$ cat config.mk
export PLATFORM = sky130hd
export DESIGN_NAME = led_ctrl
export DESIGN_NICKNAME = d
export VERILOG_FILES = /design/src/rtl/led_ctrl.sv
export SDC_FILE = /design/constraint.sdc
export NUM_CORES = 1
export LEC_CHECK = 0
export BUFFER_PORTS_ARGS = -buffer_cell sky130_fd_sc_hd__clkbuf_2
export CAP_MARGIN = 30
export CORE_MARGIN = 2
export CORE_UTILIZATION = 60
export DETAILED_ROUTE_END_ITERATION = 8
export MAX_ROUTING_LAYER = met4
export PLACE_DENSITY = 0.78
export SYNTH_ARGS = -nofsm -noshare
export SYNTH_HDL_FRONTEND = slang
export SYNTH_SLANG_ARGS = --single-unit
$ cat constraint.sdc
create_clock -name clk -period 2.66 [get_ports clk]
set_clock_uncertainty 0.1 [all_clocks]
set_input_delay 0.133 -clock clk [delete_from_list [all_inputs] [get_ports clk]]
set_output_delay 0.133 -clock clk [all_outputs]
set_load 0.05 [all_outputs]
$ cat src/rtl/led_ctrl.sv
// led_ctrl: switch-selected LED pattern generator.
// A 3-bit switch bank passes through a two-flop synchronizer and picks one of
// eight patterns. All patterns are derived from one free-running prescaler,
// so switching modes never resets the pattern phase.
module led_ctrl #(
  parameter int CNT_W = 24
) (
  input  logic       clk,
  input  logic       rst,
  input  logic [2:0] sw,
  output logic       led
);

  localparam logic [2:0] M_OFF   = 3'b000;
  localparam logic [2:0] M_ON    = 3'b001;
  localparam logic [2:0] M_SLOW  = 3'b010;
  localparam logic [2:0] M_FAST  = 3'b011;
  localparam logic [2:0] M_PWM25 = 3'b100;
  localparam logic [2:0] M_PWM50 = 3'b101;
  localparam logic [2:0] M_PWM75 = 3'b110;
  localparam logic [2:0] M_BRTH  = 3'b111;

  localparam logic [CNT_W-1:0] CNT_ONE = {{(CNT_W-1){1'b0}}, 1'b1};

  logic [2:0]       sw_m_q, sw_m_d;
  logic [2:0]       sw_s_q, sw_s_d;
  logic [CNT_W-1:0] cnt_q, cnt_d;
  logic             led_q, led_d;
  logic [7:0]       breath_duty;
  logic [7:0]       pwm_phase;

  // Synchronizer shift and prescaler increment (wraps naturally at 2^CNT_W).
  always_comb begin
    sw_m_d = sw;
    sw_s_d = sw_m_q;
    cnt_d  = cnt_q + CNT_ONE;
  end

  // Pattern select; uses the pre-increment count so led lags cnt by one edge.
  always_comb begin
    pwm_phase   = cnt_q[7:0];
    // Triangle over the full count period: ramp up in the first half,
    // mirror back down in the second, constant within each 256-cycle window.
    breath_duty = cnt_q[CNT_W-1] ? ~cnt_q[CNT_W-2 -: 8] : cnt_q[CNT_W-2 -: 8];
    led_d       = 1'b0;
    unique case (sw_s_q)
      M_OFF:   led_d = 1'b0;
      M_ON:    led_d = 1'b1;
      M_SLOW:  led_d = cnt_q[CNT_W-1];
      M_FAST:  led_d = cnt_q[CNT_W-3];
      M_PWM25: led_d = (pwm_phase < 8'd64);
      M_PWM50: led_d = (pwm_phase < 8'd128);
      M_PWM75: led_d = (pwm_phase < 8'd192);
      M_BRTH:  led_d = (pwm_phase < breath_duty);
      default: led_d = 1'b0;
    endcase
  end

  // Switch synchronizer; cleared so the mode reads as off until refilled.
  always_ff @(posedge clk or posedge rst) begin
    if (rst) begin
      sw_m_q <= 3'b000;
      sw_s_q <= 3'b000;
    end else begin
      sw_m_q <= sw_m_d;
      sw_s_q <= sw_s_d;
    end
  end

  // Free-running prescaler; only reset restarts it, never a mode change.
  always_ff @(posedge clk or posedge rst) begin
    if (rst) cnt_q <= '0;
    else     cnt_q <= cnt_d;
  end

  // Registered LED drive; async reset darkens it without waiting for clk.
  always_ff @(posedge clk or posedge rst) begin
    if (rst) led_q <= 1'b0;
    else     led_q <= led_d;
  end

  assign led = led_q;

endmodule

# == Word level (Yosys, flattened, before mapping) ==
# Index checks and enable logic that the tools add are counted.
# op_classes
n_addsub,1
multipliers,0
n_div,0
magnitude_cmp,4
n_eq_ne,7
shift,0
n_mux,2
bitwise_logic,1
n_reduce_logical,1
# op_table
operator,count
$add A24 B1 Y24 const B,1
$lt A8 B8 Y1 const B,2
$eq A3 B3 Y1 const B,4
$lt A8 B7 Y1 const B,1
$lt A8 B8 Y1,1
$mux W8,1
$not A8 Y8,1
$pmux W1 S8,1
$eq A3 B2 Y1 const B,2
$eq A3 B1 Y1 const B,1
$logic_not A3 Y1,1
# totals
ff_bits,31
latch_bits,0
mem_bits_rw,0
rom_bits,0
inputBits,5
elab_cells,20
mem_count,0

# == Longest topological paths before layout ==
# Gate-level depths: netlist of run 1.
# depth
depth_word,4
ltp_mapped,7

# == Worst setup path after synthesis of run 1 ==
# Ideal clock, no wire load.
# synth_timing
kind,register to register
from,register cnt_q[23]
to,"register led_q, in the netlist led"
setup_time_ns,0.066
t_arrival_ns,1.714
required_ns,2.494
path_slack_ns,0.780
stages_incl_launch_ff,8
n_path_buf,1
period_less_slack_ns,1.880
cell_sequence,dfrtp_1 -> buf_2 -> xnor2_1 -> ha_1 -> a211oi_1 -> nor2_1 -> a2111oi_0 -> o2bb2a_1
# synth_via
elab_chain_cells,3
# synth_rtl
item,line,text
"start, declared",27,"logic [CNT_W-1:0] cnt_q, cnt_d;"
"start signal, assigned",73,else cnt_q <= cnt_d;
$mux W8,44,breath_duty = cnt_q[CNT_W-1] ? ~cnt_q[CNT_W-2 -: 8] : cnt_q[CNT_W-2 -: 8];
$lt A8 B8 Y1,54,M_BRTH: led_d = (pwm_phase < breath_duty);
$pmux W1 S8 *,46,unique case (sw_s_q)
via led_d,28,"logic led_q, led_d;"
"end signal, assigned",79,else led_q <= led_d;
"end, declared",28,
# Mark *: on every way through the listed nets, which the timed path passes. The rest lies on a longest branch.

# == Worst setup path after layout of run 1 ==
# Same ends and word-level chain as after synthesis.

==> impl_metrics.toml, run 1 <==
[run_status]
outcome = "finished, final reports clean"

[critical_path]
cp-startpoint = "cnt_q[23]"
endpoint = "led"
rr_endpoint = "led"
setup.worst_path.start_class = "register"
cp.required_ns = 2.83
cp_data_arrival_time_ns = 2.41
r2r_setup_slack_ns = 0.42
crit_path_end_kind = "register"
ff2ff_path_depth = 6
reg2reg_from = "cnt_q[23]"
crit_fanout = 10
criticalPathCategory = "register to register"

[layout]
antenna_cells = 0
final_cells = 181
post-route-util = 0.690
area_growth_pct = 10.1
final_cell_area_mm2 = 0.00168
fill_cells = 187
drive_gt1_frac = 0.113
nets = 164

[grt]
grt_max_degree = 32
grt_pass1_vias = 1035
grt_first_pass_wirelength_um = 4620
grt.overflow.total = 0
antenna_found_initial = 0
grt_util_all_layers = 0.237

[floorplan]
dieArea_mm2 = 0.00296
dieWidth_um = 54.4
die_h_um = 54.4
core-area_mm2 = 0.00243
io_pins = 6
num_rows = 18
start_util = 0.627

[timing]
fin_crit_ns = 2.24
post-route-period-util = 0.840
final.setup.worst_slack_ns = 0.425
setup_viol = 0
drv_slew = 0
worst_pin_slew_ns = 0.477
whs_ns = 0.247
grt_setup_unrepaired = "no"
relSlewSlack = 0.682
max_clock_freq_mhz = 447
finalHoldViolCount = 0
setup-tns-final_ns = 0

[power]
power_density_mw_per_mm2 = 467
finalPower_mw = 0.784
peakVddDrop_mv = 0.410
power.static_leakage_nw = 0.793

[synth]
synth-seq-cells = 31
synthTopCellsByCount = "31 x dfrtp_1, 17 x xnor2_1, 13 x xor2_1, 9 x inv_1, 9 x nor2_1"
synthCells = 136
syn_area_per_cell_um2 = 11.2
syn_nets = 149
yosysSeqAreaShare = 0.509
synth_area_leaders = "dfrtp_1 51%, xnor2_1 9.8%, xor2_1 7.5%"
yosysUniqueCellTypes = 28
yosysMostFrequentCell = "dfrtp_1"
synth_edf_count = 0
synth.largest_area_cell = "dfrtp_1"
synth-main-ff-cell = "dfrtp_1"
ys_warn_count = 0
synthesis.area_mm2 = 0.00152
yosys.area.top_type_share = 0.509
async_reset_ff_frac = 1.00

[worst_hold_path]
hold_start = "sw_m_q[0]"
hold_class = "register to register"

[placement]
placed_area_mm2 = 0.00158
pre_cts_slack_ns = 0.484
port_buffers = 5
dp_hpwl_um = 1960
placed_cells = 170
place.gp.congestion = 0.707

[flow_run]
cap_violations = 0

[clocking]
numCtsBuffers = 5
holdBufCountCts = 4
post_cts_buffers = 0
clk_latency_ns = 0.33
post_cts_resized = 0
cts_root_buffer = "clkbuf_4"
clock_path_buffers = 2
h-tree-depth = 2
clkTransAtPathRegs_ns = 0.09
clock-sinks = 31
cts_tree = "yes"

[drt]
viasPerCell = 5.66
vias = 1024
wirelength_um = 2720
first_pass_iters = 4
detail-route-antenna-nets = 0
wire_per_inst_um = 15.0
drcViolationCount = 0
dr.first_iter.drc_count = 16
cell families after synthesis:
group	synth area share
fa+ha+maj	0.0657
mux	0.00657
buf+inv	0.0304
xor+xnor	0.172
compound gates	0.0468
simple gates	0.169
flops	0.509
flip-flops by register name, summed over array words and instances, names as in the netlist:
| register | count |
|---|---|
| led | 1 |
| sw_m_q | 3 |
| sw_s_q | 3 |
| cnt_q | 24 |
critical path, cell delays in order (launching register included):
cell       delay, ns
dfrtp_1         0.65
xnor2_1         0.14
ha_1            0.31
a211oi_1        0.26
nor2_1          0.08
a2111oi_0       0.42
o2bb2a_1        0.21
final cells by class:
cell class	instances	area (um^2)	share of cell area
clock buffer	6	51.3	0.0306
clock inverter	1	5.00	0.00298
timing repair buffer	10	72.6	0.0433
sequential	31	776	0.462
tap	30	37.5	0.0224
multi-input combinational	94	702	0.418
inverter	9	33.8	0.0201
power breakdown:
part | switching, mW | leakage, nW | internal, mW
clock network | 0.153 | 0.0341 | 0.122
registers | 0.00349 | 0.402 | 0.477
logic | 0.0183 | 0.356 | 0.0106
worst min path at each step:
| stage | end | slack [ns] | cells after the start |
|---|---|---|---|
| after floorplan | sw_m_q[0] | 0.06 | 0 |
| after global placement | cnt_q[11] | 0.1 | 3 |
| after detailed placement | cnt_q[11] | 0.11 | 3 |
| after CTS | sw_s_q[0] | 0.26 | 0 |
| after global routing | sw_s_q[0] | 0.26 | 0 |
| final | sw_s_q[0] | 0.25 | 0 |
placed cells by master (no fill, tap or decap), drive strengths merged:
cell type and count:
dfrtp 31, xnor2 17, xor2 13, clkbuf 11, inv 9, nor2 9, nand3 9, nand2 8
ha 8, nor3 7, o21ai 4, dlygate4sd3 4, nor4 4, nand4 3, a21oi 2, a211oi 2
and4 1, and3 1, or4 1, or3 1, a21o 1, mux2i 1, a2111oi 1, o2bb2a 1
clkinv 1, buf 1
layer usage:
metal	track usage	share of wire	up-vias
met5	-	0	-
met4	0.100	0.019	0
met3	0.0738	0.033	6
met2	0.367	0.50	14
met1	0.285	0.44	508
li1	-	-	496
Power figures use the tool's default switching activity.
==> run 2: changes to the inputs <==
--- a/config.mk
+++ b/config.mk
@@ -8,10 +8,10 @@
 export BUFFER_PORTS_ARGS = -buffer_cell sky130_fd_sc_hd__clkbuf_2
 export CAP_MARGIN = 30
 export CORE_MARGIN = 2
-export CORE_UTILIZATION = 60
+export CORE_UTILIZATION = 54
 export DETAILED_ROUTE_END_ITERATION = 8
 export MAX_ROUTING_LAYER = met4
-export PLACE_DENSITY = 0.78
+export PLACE_DENSITY = 0.74
 export SYNTH_ARGS = -nofsm -noshare
 export SYNTH_HDL_FRONTEND = slang
 export SYNTH_SLANG_ARGS = --single-unit
==> constraint.sdc (replaced) <==
create_clock -name clk -period 1.9 [get_ports clk]
set_clock_uncertainty 0.1 [all_clocks]
set_input_delay 0.095 -clock clk [delete_from_list [all_inputs] [get_ports clk]]
set_output_delay 0.095 -clock clk [all_outputs]
set_load 0.05 [all_outputs]
==> run 2 against run 1 <==
  * Global-route usage down 3.4 points
  * Sequential share of layout area down 5.2 points
  * The flow now finishes with violations (setup timing)
  * Critical path type unchanged
  * Combinational power up 54%
  * Sequential power up 40%
  * Non-clock buffer count up 13
  * Worst hold slack better by 0.014 ns
==> impl_metrics.toml, run 2 (synthesis gave the netlist of run 1 again) <==
[run_status]
outcome = "complete, but fails checks"
violations = "setup timing"

[layout]
largest-register = "cnt_q"
final_cells = 196
antenna_cells = 0
post-route-util = 0.699
drive_gt1_frac = 0.273
reg_top3 = "cnt_q x24, sw_m_q x3, sw_s_q x3"
final_common_cell = "dfrtp_1"
layout_common_cells = "29 x dfrtp_1, 15 x xnor2_1, 13 x xor2_1"
area_growth_pct = 24.4
largest_register_ffs = 24
nets = 177

[clocking]
clkTransAtPathRegs_ns = 0.10
h-tree-depth = 2
numCtsBuffers = 5
clock-sinks = 31
clk_latency_ns = 0.32
clock_path_buffers = 2
cts_tree = "yes"
cts_root_buffer = "clkbuf_4"

[critical_path]
max_stage_delay_ns = 0.50
path_cells = "buf_6, xnor2_1, ha_1, o21ai_2, a211oi_2, a2111oi_4, o2bb2a_4"
cp_data_arrival_time_ns = 2.06
crit_fanout = 6
setup.worst_path.start_class = "register"
reg2reg_from = "cnt_q[23]"
criticalPathCategory = "register to register"
crit_path_top_delay_cell = "dfrtp_2"
ff2ff_path_depth = 7
cp.required_ns = 2.03
rr_endpoint = "led"
r2r_setup_slack_ns = -0.04
crit_path_end_kind = "register"

[flow_run]
cap_violations = 0

[placement]
port_buffers = 5
placed_cells = 181
dp_hpwl_um = 1950
place.gp.congestion = 0.789
pre_cts_slack_ns = -0.116

[drt]
vias = 1063
dr.first_iter.drc_count = 31
viasPerCell = 5.42
detail-route-antenna-nets = 0
first_pass_iters = 4
drcViolationCount = 0
wire_per_inst_um = 14.5
wirelength_um = 2850

[timing]
final.setup.worst_slack_ns = -0.0389
fin_crit_ns = 1.94
post-route-period-util = 1.02
drv_slew = 0
relSlewSlack = 0.739
finalHoldViolCount = 0
worst_pin_slew_ns = 0.392
max_clock_freq_mhz = 516
grt_setup_unrepaired = "yes"
whs_ns = 0.261
setup_viol = 1

[grt]
grt_pass1_vias = 1066
grt_util_all_layers = 0.203
grt_max_degree = 32
antenna_found_initial = 0
grt.overflow.total = 0
grt_first_pass_wirelength_um = 4760

[worst_hold_path]
hold_end = "sw_s_q[2]"
hold_start = "sw_m_q[2]"
min_path_cells = 0
hold_class = "register to register"

[floorplan]
num_rows = 19
core-area_mm2 = 0.00271
io_pins = 6
start_util = 0.562
dieWidth_um = 57.1
dieArea_mm2 = 0.00326
die_h_um = 57.1

[power]
power_density_mw_per_mm2 = 660
power.static_leakage_nw = 0.885
peakVddDrop_mv = 0.652
## run 2: cell count changes in the layout (fill, tap and decap cells not counted), sizes merged
cell    before  now
buf          1   14
bufinv       0    1
## run 2: power by group
group	internal (mW)	total [mW]	switching (mW)
clock	0.311	0.535	0.224
combinational	0.0175	0.0445	0.0270
sequential	0.667	0.672	0.00423
## run 2: timing repair
item	4_1_cts	5_1_grt
gates resized for setup	16	7
buffers inserted	1	2
hold buffers	4	0
endpoints found under the setup margin	2	9
pin swaps	8	4
endpoints found under the hold margin	34	0
## run 2: per-stage QoR
step	power (mW)	TNS [ns]	cell area, um^2
after global placement	0.718	-0.0614	1660
final	1.25	-0.0389	1900
after CTS	1.26	-0.0223	1840
after floorplan	0.706	0	1520
after global routing	1.30	-0.128	1900
after detailed placement	0.719	-0.116	1660
## run 2: cell type report
| class | instances | area (um^2) |
|---|---|---|
| clock buffers | 6 | 51.3 |
| inverters | 9 | 33.8 |
| clock inverters | 2 | 35.0 |
| multi-input cells | 94 | 781 |
| fillers | 198 | 815 |
| well taps | 31 | 38.8 |
| flip-flops and latches | 31 | 778 |
| repair buffers | 23 | 178 |
## run 2: worst max-delay path by stage
stage               from  endpoint  slack (ns)
6_report       cnt_q[23]       led       -0.04
5_1_grt        cnt_q[23]       led       -0.13
4_1_cts        cnt_q[23]       led       -0.02
3_5_place_dp   cnt_q[23]       led       -0.12
3_3_place_gp   cnt_q[23]       led       -0.06
2_1_floorplan  cnt_q[23]       led        0.02
## run 2: layer usage
metal | wire length, um | track usage | vias up
li1 | - | - | 520
met1 | 1300 | 0.244 | 528
met2 | 1450 | 0.302 | 11
met3 | 45 | 0.0703 | 4
met4 | 44 | 0.106 | 0
met5 | 0 | - | -
## run 2: critical path: cells and delay by family (launching register included)
kind | cells | cell delay (ns)
AO/OA/AOI/OAI | 4 | 0.66
buffers and inverters | 1 | 0.16
adder cells (fa/ha/maj) | 1 | 0.30
XOR/XNOR | 1 | 0.12
flip-flops | 1 | 0.50
